<file path="src/rtl/mac_pkg.sv">
// Shared types and default sizes for the MAC array feeder.
// Holds the default lane count, lane width and the feeder state encoding.
package mac_pkg;

    localparam int MAC_ARR_SIZE = 4;
    localparam int MAC_HBW      = 16;

    typedef enum logic [2:0] {
        ST_IDLE,
        ST_LOAD_W,
        ST_STREAM,
        ST_FLUSH,
        ST_DONE
    } state_t;

endpackage

</file>
<file path="src/rtl/skew_delay_line.sv">
// Per-lane delay line: DEPTH+1 register stages from i_d to o_q.
// Ports: i_clk, i_rst_n (async active-low clear), i_d in, o_q out.
module skew_delay_line #(
    parameter int DEPTH = 0,
    parameter int WIDTH = 16
) (
    input  logic             i_clk,
    input  logic             i_rst_n,
    input  logic [WIDTH-1:0] i_d,
    output logic [WIDTH-1:0] o_q
);

    // Stage 0 is the output register every lane has; the rest skew.
    logic [WIDTH-1:0] r_pipe [DEPTH+1];

    always_ff @(posedge i_clk or negedge i_rst_n) begin
        if (!i_rst_n) begin
            for (int k = 0; k <= DEPTH; k++) begin
                r_pipe[k] <= '0;
            end
        end else begin
            r_pipe[0] <= i_d;
            for (int k = 1; k <= DEPTH; k++) begin
                r_pipe[k] <= r_pipe[k-1];
            end
        end
    end

    assign o_q = r_pipe[DEPTH];

endmodule

</file>
<file path="src/rtl/mac_feeder.sv">
// Feeds a systolic MAC array: loads ARR_SIZE weight rows, then streams
// activation vectors with a diagonal lane skew, flushes and pulses done.
// Ports: clk/rst (async active-low), start/num_vec job request,
// w_* and a_* valid/ready inputs, vertical/horizontal array outputs,
// i_mode weight-beat flag, busy and done status.
module mac_feeder
    import mac_pkg::*;
#(
    parameter int ARR_SIZE      = MAC_ARR_SIZE,
    parameter int HORIZONTAL_BW = MAC_HBW
) (
    input  logic                              clk,
    input  logic                              rst,
    input  logic                              start,
    input  logic [7:0]                        num_vec,
    input  logic                              w_valid,
    output logic                              w_ready,
    input  logic [ARR_SIZE*HORIZONTAL_BW-1:0] w_data,
    input  logic                              a_valid,
    output logic                              a_ready,
    input  logic [ARR_SIZE*HORIZONTAL_BW-1:0] a_data,
    output logic [ARR_SIZE*HORIZONTAL_BW-1:0] vertical_input,
    output logic [ARR_SIZE*HORIZONTAL_BW-1:0] horizontal_input,
    output logic                              i_mode,
    output logic                              busy,
    output logic                              done
);

    localparam int VW = ARR_SIZE * HORIZONTAL_BW;
    localparam int CW = $clog2(ARR_SIZE + 1);

    state_t          r_state;
    state_t          w_next;
    logic [7:0]      r_num;
    logic [7:0]      r_acnt;
    logic [CW-1:0]   r_wcnt;
    logic [CW-1:0]   r_fcnt;
    logic [VW-1:0]   r_vert;
    logic            r_imode;
    logic            w_w_acc;
    logic            w_a_acc;

    assign w_w_acc = (r_state == ST_LOAD_W) && w_valid;
    assign w_a_acc = (r_state == ST_STREAM) && a_valid;

    always_comb begin
        w_next = r_state;
        case (r_state)
            ST_IDLE: begin
                if (start) begin
                    w_next = (num_vec == 8'd0) ? ST_DONE : ST_LOAD_W;
                end
            end
            ST_LOAD_W: begin
                if (w_w_acc && r_wcnt == CW'(ARR_SIZE - 1)) begin
                    w_next = ST_STREAM;
                end
            end
            ST_STREAM: begin
                if (w_a_acc && r_acnt == r_num - 8'd1) begin
                    w_next = ST_FLUSH;
                end
            end
            ST_FLUSH: begin
                // One cycle beyond the deepest lane so the last sample
                // has been presented for a full cycle before done.
                if (r_fcnt == CW'(ARR_SIZE)) begin
                    w_next = ST_DONE;
                end
            end
            ST_DONE: w_next = ST_IDLE;
            default: w_next = ST_IDLE;
        endcase
    end

    always_ff @(posedge clk or negedge rst) begin
        if (!rst) begin
            r_state <= ST_IDLE;
            r_num   <= '0;
            r_acnt  <= '0;
            r_wcnt  <= '0;
            r_fcnt  <= '0;
        end else begin
            r_state <= w_next;
            if (r_state == ST_IDLE && start) begin
                r_num  <= num_vec;
                r_acnt <= '0;
                r_wcnt <= '0;
                r_fcnt <= '0;
            end
            if (w_w_acc) begin
                r_wcnt <= r_wcnt + CW'(1);
            end
            if (w_a_acc) begin
                r_acnt <= r_acnt + 8'd1;
            end
            if (r_state == ST_FLUSH) begin
                r_fcnt <= r_fcnt + CW'(1);
            end
        end
    end

    // Weight path: a missing beat becomes a zero bubble, never a stall.
    always_ff @(posedge clk or negedge rst) begin
        if (!rst) begin
            r_vert  <= '0;
            r_imode <= 1'b0;
        end else begin
            r_vert  <= w_w_acc ? w_data : '0;
            r_imode <= w_w_acc;
        end
    end

    // Lines shift every cycle; zeros go in unless a vector is accepted,
    // which keeps them empty outside of streaming.
    for (genvar i = 0; i < ARR_SIZE; i++) begin : g_lane
        logic [HORIZONTAL_BW-1:0] w_inj;

        assign w_inj = w_a_acc ?
            a_data[i*HORIZONTAL_BW +: HORIZONTAL_BW] : '0;

        skew_delay_line #(
            .DEPTH (i),
            .WIDTH (HORIZONTAL_BW)
        ) u_skew (
            .i_clk   (clk),
            .i_rst_n (rst),
            .i_d     (w_inj),
            .o_q     (horizontal_input[i*HORIZONTAL_BW +: HORIZONTAL_BW])
        );
    end

    assign vertical_input = r_vert;
    assign i_mode         = r_imode;
    assign w_ready        = (r_state == ST_LOAD_W);
    assign a_ready        = (r_state == ST_STREAM);
    assign busy           = (r_state == ST_LOAD_W) ||
                            (r_state == ST_STREAM) ||
                            (r_state == ST_FLUSH);
    assign done           = (r_state == ST_DONE);

endmodule
</file>
<file path="config.mk">
export PLATFORM = sky130hd
export DESIGN_NAME = mac_feeder
export DESIGN_NICKNAME = d
export VERILOG_FILES = /design/src/rtl/mac_pkg.sv /design/src/rtl/skew_delay_line.sv /design/src/rtl/mac_feeder.sv
export SDC_FILE = /design/constraint.sdc
export NUM_CORES = 1
export LEC_CHECK = 0
export ABC_AREA = 1
export CAP_MARGIN = 5
export CORE_MARGIN = 1.5
export CORE_UTILIZATION = 40
export DETAILED_ROUTE_END_ITERATION = 16
export GPL_ROUTABILITY_DRIVEN = 0
export PLACE_DENSITY = 0.69
export SLEW_MARGIN = 20
export SYNTH_ARGS = -nofsm -noshare
export SYNTH_HDL_FRONTEND = slang
export SYNTH_SLANG_ARGS = --single-unit
</file>
<file path="constraint.sdc">
create_clock -name clk -period 1.8 [get_ports clk]
set_clock_uncertainty 0.05 [all_clocks]
set_input_delay 0.18 -clock clk [delete_from_list [all_inputs] [get_ports clk]]
set_output_delay 0.18 -clock clk [all_outputs]
set_load 0.1 [all_outputs]
</file>
==> metrics <==
hold violation count in the final report=0; hpwl dp=13.2 mm; port bufs=273; Worst-path clk slew=0.06 ns; CTS root buf=clkbuf_16; CP Launch Point=r_state[2]; core area=21,000 µm²; Max Cap Viol=0; CTS tree=yes; worst vdd ir=0.000917 V; GR Overflow Total=0; Max Freq=571 MHz; Worst EP required=1.57 ns; Pint=12,000 µW; initial antenna violation count=0; vias per cell=4.16; area of the multi-input gates=1250 µm²; share of cells above drive strength 1=20.7%; PD cells=1620 nW/µm²; Least-Margin Pin Slew=0.513 ns; Yosys reg bits=250; Syn Inst Count=754; Final setup viols=0; H-tree depth=1; Net Sw Frac=38.9%; post-synthesis instance area=8560 µm²; Core Util, Final=57.7%; fillcell total=1,719; Initial Util=40.7%; Rows=53; Worst EP arrival=1.52 ns; Leak=0.00675 µW; Logic pwr share=34.6%; register area share after synthesis=73.0%; IO Pins=274; Die Width=149 µm; First-pass DRT Iterations=4; CTS buffer count=26; # diodes=0; Die Y=149 µm; DRC=0; Fin Hold WS=0.129 ns; via count=5,421; final WL=18.3 mm; share of power burned in registers=36.2%; final worst-path cycle share=97.4%; Synth Net Count=901; worst hold path type=in2reg; pin count of the biggest net entering global routing=63; vias in the first global route=5,424; Final Slew Violations=0; min-delay src=a_data[31]; worst r2r src=r_state[0]; Clock power frac=29.2%; Power Total=19,600 µW; post-route setup TNS=0 ns; minimum clock period=1.75 ns; critical path type=reg2out; Reg2Reg Depth=7; Switch Pwr=7620 µW; count of different cell masters after synthesis=27; Avg Cell Area, Syn=11.4 µm²; layout net count=1,155; hold depth=3; Layout Area Growth over Synthesis=41.6%; FF+latch area=6260 µm²; worst skew pair latency=0.50 ns; Clock Path Buffers=3; status=finished, final reports clean; Startpoint Class=flop; die area=22,300 µm²; GR Util All Layers=16.0%; CP Capture Type=output port; largest fanout on the critical path=5; 1st-iter DRT viols=213; total number of yosys warnings=0; Slew headroom=65.8%; Wirelength per Cell=14.1 µm; first-pass GRT wire length=27.9 mm; RSZ-0062 raised after global routing=yes; Post-DRT Antenna Nets=0; clk sinks=250
cell usage after synthesis:
cell      instances  area [µm²]
a21oi_1           8        40.0
a22oi_1           1        7.51
a31oi_1           1        6.26
buf_2             6        30.0
buf_4            48         360
buf_6             5        56.3
clkbuf_1          5        18.8
dfrtp_1         250        6260
ha_1              6        75.1
inv_1           163         612
inv_2             2        7.51
nand2_1          54         203
nand2_2           1        6.26
nand3_1          13        65.1
nand4_1           2        12.5
nor2_1          155         582
nor2_4            1        11.3
nor3_1            1        5.00
nor3_4            1        16.3
o211ai_1          1        7.51
o21ai_0          18        90.1
o21ai_1           1        5.00
o22ai_1           1        6.26
o32ai_1           1        8.76
or2_2             1        6.26
xnor2_1           4        35.0
xor2_1            4        35.0
critical path: stages, from the launching register on:
cell     delay [ns]
dfrtp_2        0.45
nor2_2         0.15
nand2_2        0.12
inv_2          0.12
buf_12         0.18
worst paths after layout:
path	endpoint	slack (ns)
max in group asynchronous	vertical_input[12]	0.95
min in group asynchronous	g_lane[1].u_skew.r_pipe[28]	0.18
worst min register to register	g_lane[2].u_skew.o_q[14]	0.29
worst min-delay path	g_lane[1].u_skew.r_pipe[31]	0.13
worst max-delay path	w_ready	0.05
worst max register to register	r_acnt[6]	0.19
flip-flops by register name, summed over array words and instances (netlist names):
| signal | cells |
|---|---|
| g_lane.u_skew.r_pipe | 96 |
| vertical_input | 64 |
| r_fcnt | 3 |
| g_lane.u_skew.o_q | 64 |
| r_wcnt | 3 |
| i_mode | 1 |
| r_acnt | 8 |
| r_state | 3 |
| r_num | 8 |
area by class of cell:
cell class	count	share of cell area [%]
sequential	250	51.6
timing repair buffer	290	22.2
multi-input combinational	275	10.3
clock buffer	37	6.54
inverter	165	5.11
tap	275	2.84
clock inverter	11	1.34
power groups by stage:
stage / sequential, µW / clock (µW) / combinational, µW
2_1_floorplan: 8630 / 0 / 3660
3_3_place_gp: 7130 / 0 / 6680
3_5_place_dp: 7190 / 0 / 6740
4_1_cts: 7100 / 5900 / 6770
5_1_grt: 7210 / 6150 / 7210
6_report: 7090 / 5720 / 6780
metal layers:
layer,global-route usage [%],wire (µm),vias to the layer above
met3,2.97,1060,31
met2,29.3,9730,156
met1,18.8,7120,2598
li1,-,-,2636
met5,0,0,-
met4,5.50,425,0
stage by stage:
stage                     instance area [µm²]  std cells  worst slack, ns
after floorplan                          8580        754           -0.309
after global placement                  11100       1253            0.159
after detailed placement                11100       1253            0.146
after CTS                               12100       1302          0.00247
after global routing                    12100       1303         -0.00492
final                                   12100       1303           0.0476
cell usage in the layout (no fill, tap or decap), drive strengths merged:
master         Yosys  routed
nand4              2       2
clkinv             0       7
inv              165     165
nand3             13      13
clkdlybuf4s50      0     139
nor2             156     156
a31oi              1       1
nor3               2       2
nand2             55      55
o211ai             1       1
clkbuf             5      37
or2                1       1
a22oi              1       1
dlygate4sd3        0       1
o21ai             19      19
buf               59     150
xor2               4       4
o32ai              1       1
o22ai              1       1
ha                 6       6
bufinv             0       4
xnor2              4       4
dfrtp            250     250
a21oi              8       8
logic make-up after synthesis:
kind of cell             after synthesis  synth area share [%]
XOR/XNOR                               8                 0.818
adder cells (fa/ha/maj)                6                 0.877
flip-flops                           250                  73.0
buffers and inverters                229                  12.7
AO/OA/AOI/OAI                         32                  2.00
AND/OR/NAND/NOR                      229                  10.6
timing repair:
item,CTS,global route
endpoints found under the hold margin,250,0
cloned,0,0
resized for setup,3,7
pin swaps,0,0
setup endpoints to repair,1,14
buffers inserted,0,1
hold buffers,1,0
Power figures use the tool's default switching activity.
